$ cat src/rtl/outport_uart_tx.sv
// Output-port UART transmitter: word FIFO feeding an 8N1 serialiser.
// Each word goes out as four bytes, least significant byte first.
module outport_uart_tx #(
   parameter int CLKS_PER_BIT = 434,
   parameter int FIFO_DEPTH   = 4,
   parameter int FIFO_AW      = 2
) (
   input  logic               clk,
   input  logic               rst,
   input  logic               wr_en,
   input  logic [31:0]        wr_data,
   output logic               tx,
   output logic               busy,
   output logic               fifo_full,
   output logic               fifo_empty,
   output logic [FIFO_AW:0]   fifo_count,
   output logic               overflow,
   input  logic               ovf_clr
);

   localparam int TW = (CLKS_PER_BIT > 2) ? $clog2(CLKS_PER_BIT) : 1;
   localparam logic [TW-1:0] T_LAST = TW'(CLKS_PER_BIT - 1);

   typedef enum logic [1:0] {
      IDLE,
      START,
      DATA,
      STOP
   } state_t;

   state_t              state;
   state_t              state_n;
   logic [TW-1:0]       timer;
   logic [TW-1:0]       timer_n;
   logic [2:0]          bit_idx;
   logic [2:0]          bit_n;
   logic [1:0]          byte_idx;
   logic [1:0]          byte_n;
   logic [31:0]         shreg;
   logic [31:0]         shreg_n;
   logic [7:0]          cur_byte;
   logic                tx_n;
   logic                tx_q;
   logic                bit_end;

   logic [31:0]         mem [FIFO_DEPTH];
   logic [FIFO_AW-1:0]  wptr;
   logic [FIFO_AW-1:0]  rptr;
   logic [FIFO_AW:0]    count;
   logic                pop;
   logic                push;
   logic                drop;

   // Depth is a power of two, so the count MSB alone flags "full".
   assign fifo_full  = count[FIFO_AW];
   assign fifo_empty = (count == '0);
   assign fifo_count = count;
   assign busy       = (state != IDLE);
   assign tx         = tx_q;

   assign push = wr_en && (!fifo_full || pop);
   assign drop = wr_en && !push;

   always_ff @(posedge clk or negedge rst) begin
      if (!rst) begin
         wptr     <= '0;
         rptr     <= '0;
         count    <= '0;
         overflow <= 1'b0;
      end else begin
         if (push) wptr <= wptr + FIFO_AW'(1);
         if (pop)  rptr <= rptr + FIFO_AW'(1);
         if (push && !pop)
            count <= count + (FIFO_AW+1)'(1);
         else if (pop && !push)
            count <= count - (FIFO_AW+1)'(1);
         if (drop)
            overflow <= 1'b1;
         else if (ovf_clr)
            overflow <= 1'b0;
      end
   end

   // Storage needs no reset; only pointers and count define validity.
   always_ff @(posedge clk) begin
      if (push) mem[wptr] <= wr_data;
   end

   assign bit_end = (timer == T_LAST);

   always_comb begin
      state_n = state;
      timer_n = timer + TW'(1);
      bit_n   = bit_idx;
      byte_n  = byte_idx;
      shreg_n = shreg;
      pop     = 1'b0;
      unique case (state)
         IDLE: begin
            timer_n = '0;
            if (!fifo_empty) begin
               pop     = 1'b1;
               shreg_n = mem[rptr];
               byte_n  = 2'd0;
               state_n = START;
            end
         end
         START: begin
            if (bit_end) begin
               timer_n = '0;
               bit_n   = 3'd0;
               state_n = DATA;
            end
         end
         DATA: begin
            if (bit_end) begin
               timer_n = '0;
               if (bit_idx == 3'd7)
                  state_n = STOP;
               else
                  bit_n = bit_idx + 3'd1;
            end
         end
         STOP: begin
            if (bit_end) begin
               timer_n = '0;
               if (byte_idx != 2'd3) begin
                  byte_n  = byte_idx + 2'd1;
                  shreg_n = {8'h00, shreg[31:8]};
                  state_n = START;
               end else begin
                  state_n = IDLE;
               end
            end
         end
      endcase
   end

   // Line level is computed from the upcoming state so it lines up with it.
   always_comb begin
      cur_byte = shreg_n[7:0];
      tx_n     = 1'b1;
      unique case (state_n)
         START:   tx_n = 1'b0;
         DATA:    tx_n = cur_byte[bit_n];
         default: tx_n = 1'b1;
      endcase
   end

   always_ff @(posedge clk or negedge rst) begin
      if (!rst) begin
         state    <= IDLE;
         timer    <= '0;
         bit_idx  <= '0;
         byte_idx <= '0;
         shreg    <= '0;
         tx_q     <= 1'b1;
      end else begin
         state    <= state_n;
         timer    <= timer_n;
         bit_idx  <= bit_n;
         byte_idx <= byte_n;
         shreg    <= shreg_n;
         tx_q     <= tx_n;
      end
   end

endmodule

$ cat config.mk
export PLATFORM = sky130hd
export DESIGN_NAME = outport_uart_tx
export DESIGN_NICKNAME = d
export VERILOG_FILES = /design/src/rtl/outport_uart_tx.sv
export SDC_FILE = /design/constraint.sdc
export NUM_CORES = 1
export LEC_CHECK = 0
export BUFFER_PORTS_ARGS = -buffer_cell sky130_fd_sc_hd__clkbuf_2
export CAP_MARGIN = 20
export CORE_UTILIZATION = 38
export DETAILED_ROUTE_END_ITERATION = 16
export PLACE_DENSITY_LB_ADDON = 0.08
export SLEW_MARGIN = 20
export SYNTH_ARGS = -nofsm -noshare
export SYNTH_HDL_FRONTEND = slang
export SYNTH_SLANG_ARGS = --single-unit
$ cat constraint.sdc
create_clock -name clk -period 4.2 [get_ports clk]
set_input_delay 0.84 -clock clk [delete_from_list [all_inputs] [get_ports clk]]
set_output_delay 0.84 -clock clk [all_outputs]
set_load 0.03 [all_outputs]
# After elaboration in Yosys (flattened, before gate mapping)
# Memory sizes are Yosys's and may differ from the RTL's.
# Cells that the tools add are included.
# classes
addsub	7
magnitude_cmp	1
n_eq_ne	11
muxes	32
reduce_logical	16
# ops
cell	count
$mux 32	3
$pmux 32 s2	1
$pmux 9 s2	1
$mux 2	8
$mux 3	5
$add 9x1->9 const B	1
$eq 9x9->1 const B	1
$mux 9	1
$mux 1	8
$ne 2x2->1 const B	4
$pmux 2 s4	1
$reduce_bool 2->1	4
$add 2x1->2 const B	3
$add 3x1->3 const B	2
$eq 2x2->1 const B	3
$pmux 3 s2	1
$eq 2x1->1 const B	2
$logic_and 1x1->1	4
$lt 3x4->1 const B	1
$pmux 2 s2	1
$reduce_and 4->1	1
$bmux 1 s3	1
$eq 3x3->1 const B	1
$logic_not 1->1	3
6 further kinds	6
# totals
register_bits	57
ram_bits	128
in_bits	36
out_inout_bits	8
elab_cells	79
mem_count	1
# memory_table
memory	words	word_bits	read_ports	rd_ports_with_merged_regs	write_ports	line_no	text
mem	4	32	1	0	1	46	logic [31:0] mem [FIFO_DEPTH];

# Longest topological paths before layout
# depth
depth_word	9
depth_mapped	12
ltp_nobuf	11

# Worst setup path after synthesis
# Ideal clock, no wire load.
# synth_path
path_type	register -> register
startpoint	reg state[0]
endpoint	mem mem[0][0], enable pin
setup_ns	0.392
t_arrival_ns	2.194
required_ns	3.808
setup_slack_ns	1.614
path_stages_with_launch	6
path_buffers	0
period_less_slack_ns	2.586
cell_sequence	dfrtp_1 inv_1 ha_1 inv_1 a21boi_1 and2_1
# synth_between
elab_chain_cells	6
# synth_lines
item	line_no	text
start: declaration	31	state_t state;
start signal: assignment	159	state <= state_n;
$logic_not 2->1	98	unique case (state)
$mux 1	98	
$logic_or 1x1->1	61	assign push = wr_en && (!fifo_full || pop);
$logic_and 1x1->1	61	
net push	51	logic push;
$mux 1	86	if (push) mem[wptr] <= wr_data;
$mux 1 (implied by the code)	86	
end: declaration	46	
# The timed path passes the listed nets, and every way through them passes these cells.

# Worst setup path after layout
# layout_path
startpoint	reg state[0]
endpoint	reg tx_q (netlist: tx)
# layout_between
elab_chain_cells	5
word_cells_on_any_way	17
cone_classes	eq/ne (5); mux (11); reduce/logical (1)
# layout_lines
item	line_no	text
$eq 2x2->1 (tied with other cells)	98	
$pmux 32 s2 (tied with other cells)	98	
$bmux 1 s3 or $pmux 2 s4 (tied branches)	145, 98	
$mux 1 (implied by the code) (tied with other cells)	145	DATA: tx_n = cur_byte[bit_n];
$pmux 1 s2 (*)	143	unique case (state_n)
net tx_n	42	logic tx_n;
end signal: assignment	164	tx_q <= tx_n;
end: declaration	43	logic tx_q;
# Mark *: on every way through the listed nets, which the timed path passes. The rest lies on a longest branch. The select of a mux whose other input is x is not followed.
# A chain may end at the register's enable or synchronous reset.

==> out/metrics.yaml <==
end_kind: "flop"
final.setup.tns_ps: 0
area_growth_pct: 14.47
syn_nets: 517
cts.sinks: 185
synth_flop_cell: "edfxtp_1"
antenna_found_initial: 0
worst-path-buf-inv: 1
drive_above_1_share_pct: 24.76
finalCritPeriodShare_pct: 69.48
cp_slowest_cell: "ha_1"
finClkSkew_ps: 12.00
firstDrtPassIters: 4
holdPathStages: 2
synth_edf_count: 128
root_buffer: "clkbuf_16"
gp_congestion: 0.7715
worstPathArrival_ps: 3250
internal_power_mw: 3.953
cts_max_level: 4
cts_tree: "yes"
max-vdd-ir-drop_mv: 0.3234
cp_data_required_time_ps: 4530
via_per_inst: 5.052
path_clk_slew_ps: 70
sw_frac_of_total_pct: 33.95
p_sw_mw: 2.032
power_density_nw_per_um2: 685.5
clk-insertion-delay-late_ps: 420
ant_nets: 0
synth-seq-area-share_pct: 69.11
crit_chain: "inv_1 > ha_1 > nand2_1 > a21oi_1 > mux2_2 > a2bb2oi_2 > a41oi_1"
synth_top_area_share_pct: 50.39
cts-resized-gates: 0
wl_per_cell_um: 18.74
io_buffer_count: 43
worstMarginPinSlew_ps: 986.9
ys_ff_latch: 185
grt_pass1_vias: 4252
syn_area_um2: 7627
grt_max_degree: 49
r2r_cells: 7
track_usage_pct: 16.08
yosys_warnings: 0
vias: 4011
mostFrequentLayoutCells: "edfxtp_1 (128), dfrtp_1 (55), nand2_1 (49), clkbuf_2 (43), mux4_2 (32)"
hold_viol_final: 0
drtIter0Drc: 283
synth_cell_types: 51
slowest_delay_ps: 870
cp_top_family: "adder cells"
gr-total-overflow: 0
seqPwrFrac_pct: 44.5
ctsLongestPathBuffers: 2
dieArea_um2: 20640
max_cap_violations: 0
num-nets-final: 568
crit_type: "reg2reg"
post_cts_buffers: 0
initial_core_util_pct: 38.93
antenna_cells: 0
synthCells: 466
synthArstFlopShare_pct: 30.81
power_frac_clock_pct: 25.1
die_y_um: 143.7
grt_pass1_wl_mm: 23.92
fmax_mhz: 342.7
cts_made_buffers: 17
drc_errors: 0
critical_path_depth: 7
hold_path_class: "reg2reg"
core_um2: 19590
cts_hold_buffers: 0
min_period_ps: 2918
drt_wl_total_mm: 14.88
mostFrequentLayoutCell: "edfxtp_1"
final-setup-viol-count: 0
slew_viol_final: 0
critPathMaxFanout: 26
finalPower_mw: 5.985
dieWidth_um: 143.7
start_kind: "flop"
relSlewSlack_pct: 34.03
grt_setup_unrepaired: "no"
syn_avg_cell_area_um2: 16.37
p_leak_nw: 3.164
outcome: "completed"
synth_area_leaders: "edfxtp_1 (50%), dfrtp_1 (18%), mux4_2 (9.4%), nand2_1 (2.4%), ha_1 (2.3%)"
dp_hpwl_mm: 9.270
io_pins: 44
num_rows: 51
synth_area_leader_cell: "edfxtp_1"
pwr-share-comb_pct: 30.4
==> power groups by stage <==
stage / Clock (mW) / Combinational (mW) / Sequential [mW]
4_1_cts: 1.54 / 1.87 / 2.68
2_1_floorplan: 0 / 1.38 / 2.60
5_1_grt: 1.61 / 2.02 / 2.72
6_report: 1.50 / 1.82 / 2.66
3_5_place_dp: 0 / 1.87 / 2.71
3_3_place_gp: 0 / 1.85 / 2.70
==> area by class of cell <==
class | count | area (um^2)
timing repair buffer | 53 | 290.3
tap | 265 | 331.6
fill | 1748 | 10860
inverter | 12 | 45.04
clock buffer | 17 | 425.4
sequential | 185 | 5273
clock inverter | 14 | 123.9
multi-input combinational | 248 | 2242
==> cell families after synthesis <==
family / synth area share, %
flip-flops: 69.11
AND/OR/NAND/NOR: 6.578
AO/OA/AOI/OAI: 7.989
multiplexers: 10.55
buffers and inverters: 1.837
adder cells (fa/ha/maj): 2.559
XOR/XNOR: 1.378
==> path summary, 6_finish.rpt <==
path / to / slack [ps] / startpoint
max in group asynchronous: tx$_DFF_PN1_ / 2800 / rst
setup reg to reg: tx$_DFF_PN1_ / 1280 / state[0]$_DFF_PN0_
setup / recovery: tx$_DFF_PN1_ / 1280 / state[0]$_DFF_PN0_
min in group asynchronous: shreg[2]$_DFF_PN0_ / 510 / rst
hold / removal: shreg[30]$_DFFE_PN0P_ / 480 / shreg[30]$_DFFE_PN0P_
hold reg to reg: shreg[30]$_DFFE_PN0P_ / 480 / shreg[30]$_DFFE_PN0P_
==> tightest hold or removal path, stage by stage, from the launching register on <==
cell     delay (ps)
dfrtp_1         350
nand2_1          50
o21ai_0          60
==> metal layers <==
layer	vias up	global-route usage, %	wire (um)
met4	0	6.103	248
met1	2051	19.96	6614
met3	14	3.399	339
met5	-	0	0
li1	1901	-	-
met2	45	27.54	7674
==> stage by stage <==
stage | hold slack [ps] | instance area (um^2) | std cells | util (%) | setup WS [ps]
after floorplan | 440.7 | 7627 | 466 | - | 1614
after global placement | 464.7 | 8173 | 763 | 41.72 | 1312
after detailed placement | 468.8 | 8173 | 763 | 41.72 | 1193
after CTS | 483.3 | 8722 | 794 | 44.52 | 1191
after global routing | 506.1 | 8731 | 794 | 44.57 | 972.9
final | 484.5 | 8731 | 794 | 44.57 | 1282
==> registers in the layout, indices dropped and copies added (netlist names) <==
| signal | count |
|---|---|
| bit_idx | 3 |
| byte_idx | 2 |
| fifo_count | 3 |
| mem | 128 |
| overflow | 1 |
| rptr | 2 |
| shreg | 32 |
| state | 2 |
| timer | 9 |
| tx | 1 |
| wptr | 2 |
==> synth_stat cells, drive strengths merged (2+ instances only) <==
| master | count |
|---|---|
| a21oi | 9 |
| o21ai | 16 |
| nand3 | 4 |
| and2 | 9 |
| a221o | 5 |
| inv | 12 |
| nor2 | 19 |
| edfxtp | 128 |
| dfrtp | 56 |
| xor2 | 5 |
| xnor2 | 7 |
| o2bb2ai | 4 |
| a41oi | 2 |
| nand2 | 49 |
| a22oi | 21 |
| mux2 | 3 |
| mux2i | 5 |
| buf | 8 |
| nor3 | 2 |
| mux4 | 32 |
| ha | 14 |
| or2 | 2 |
| clkbuf | 13 |
| nor2b | 3 |
| o31ai | 16 |
No activity file was read; power rests on OpenSTA's default activity.
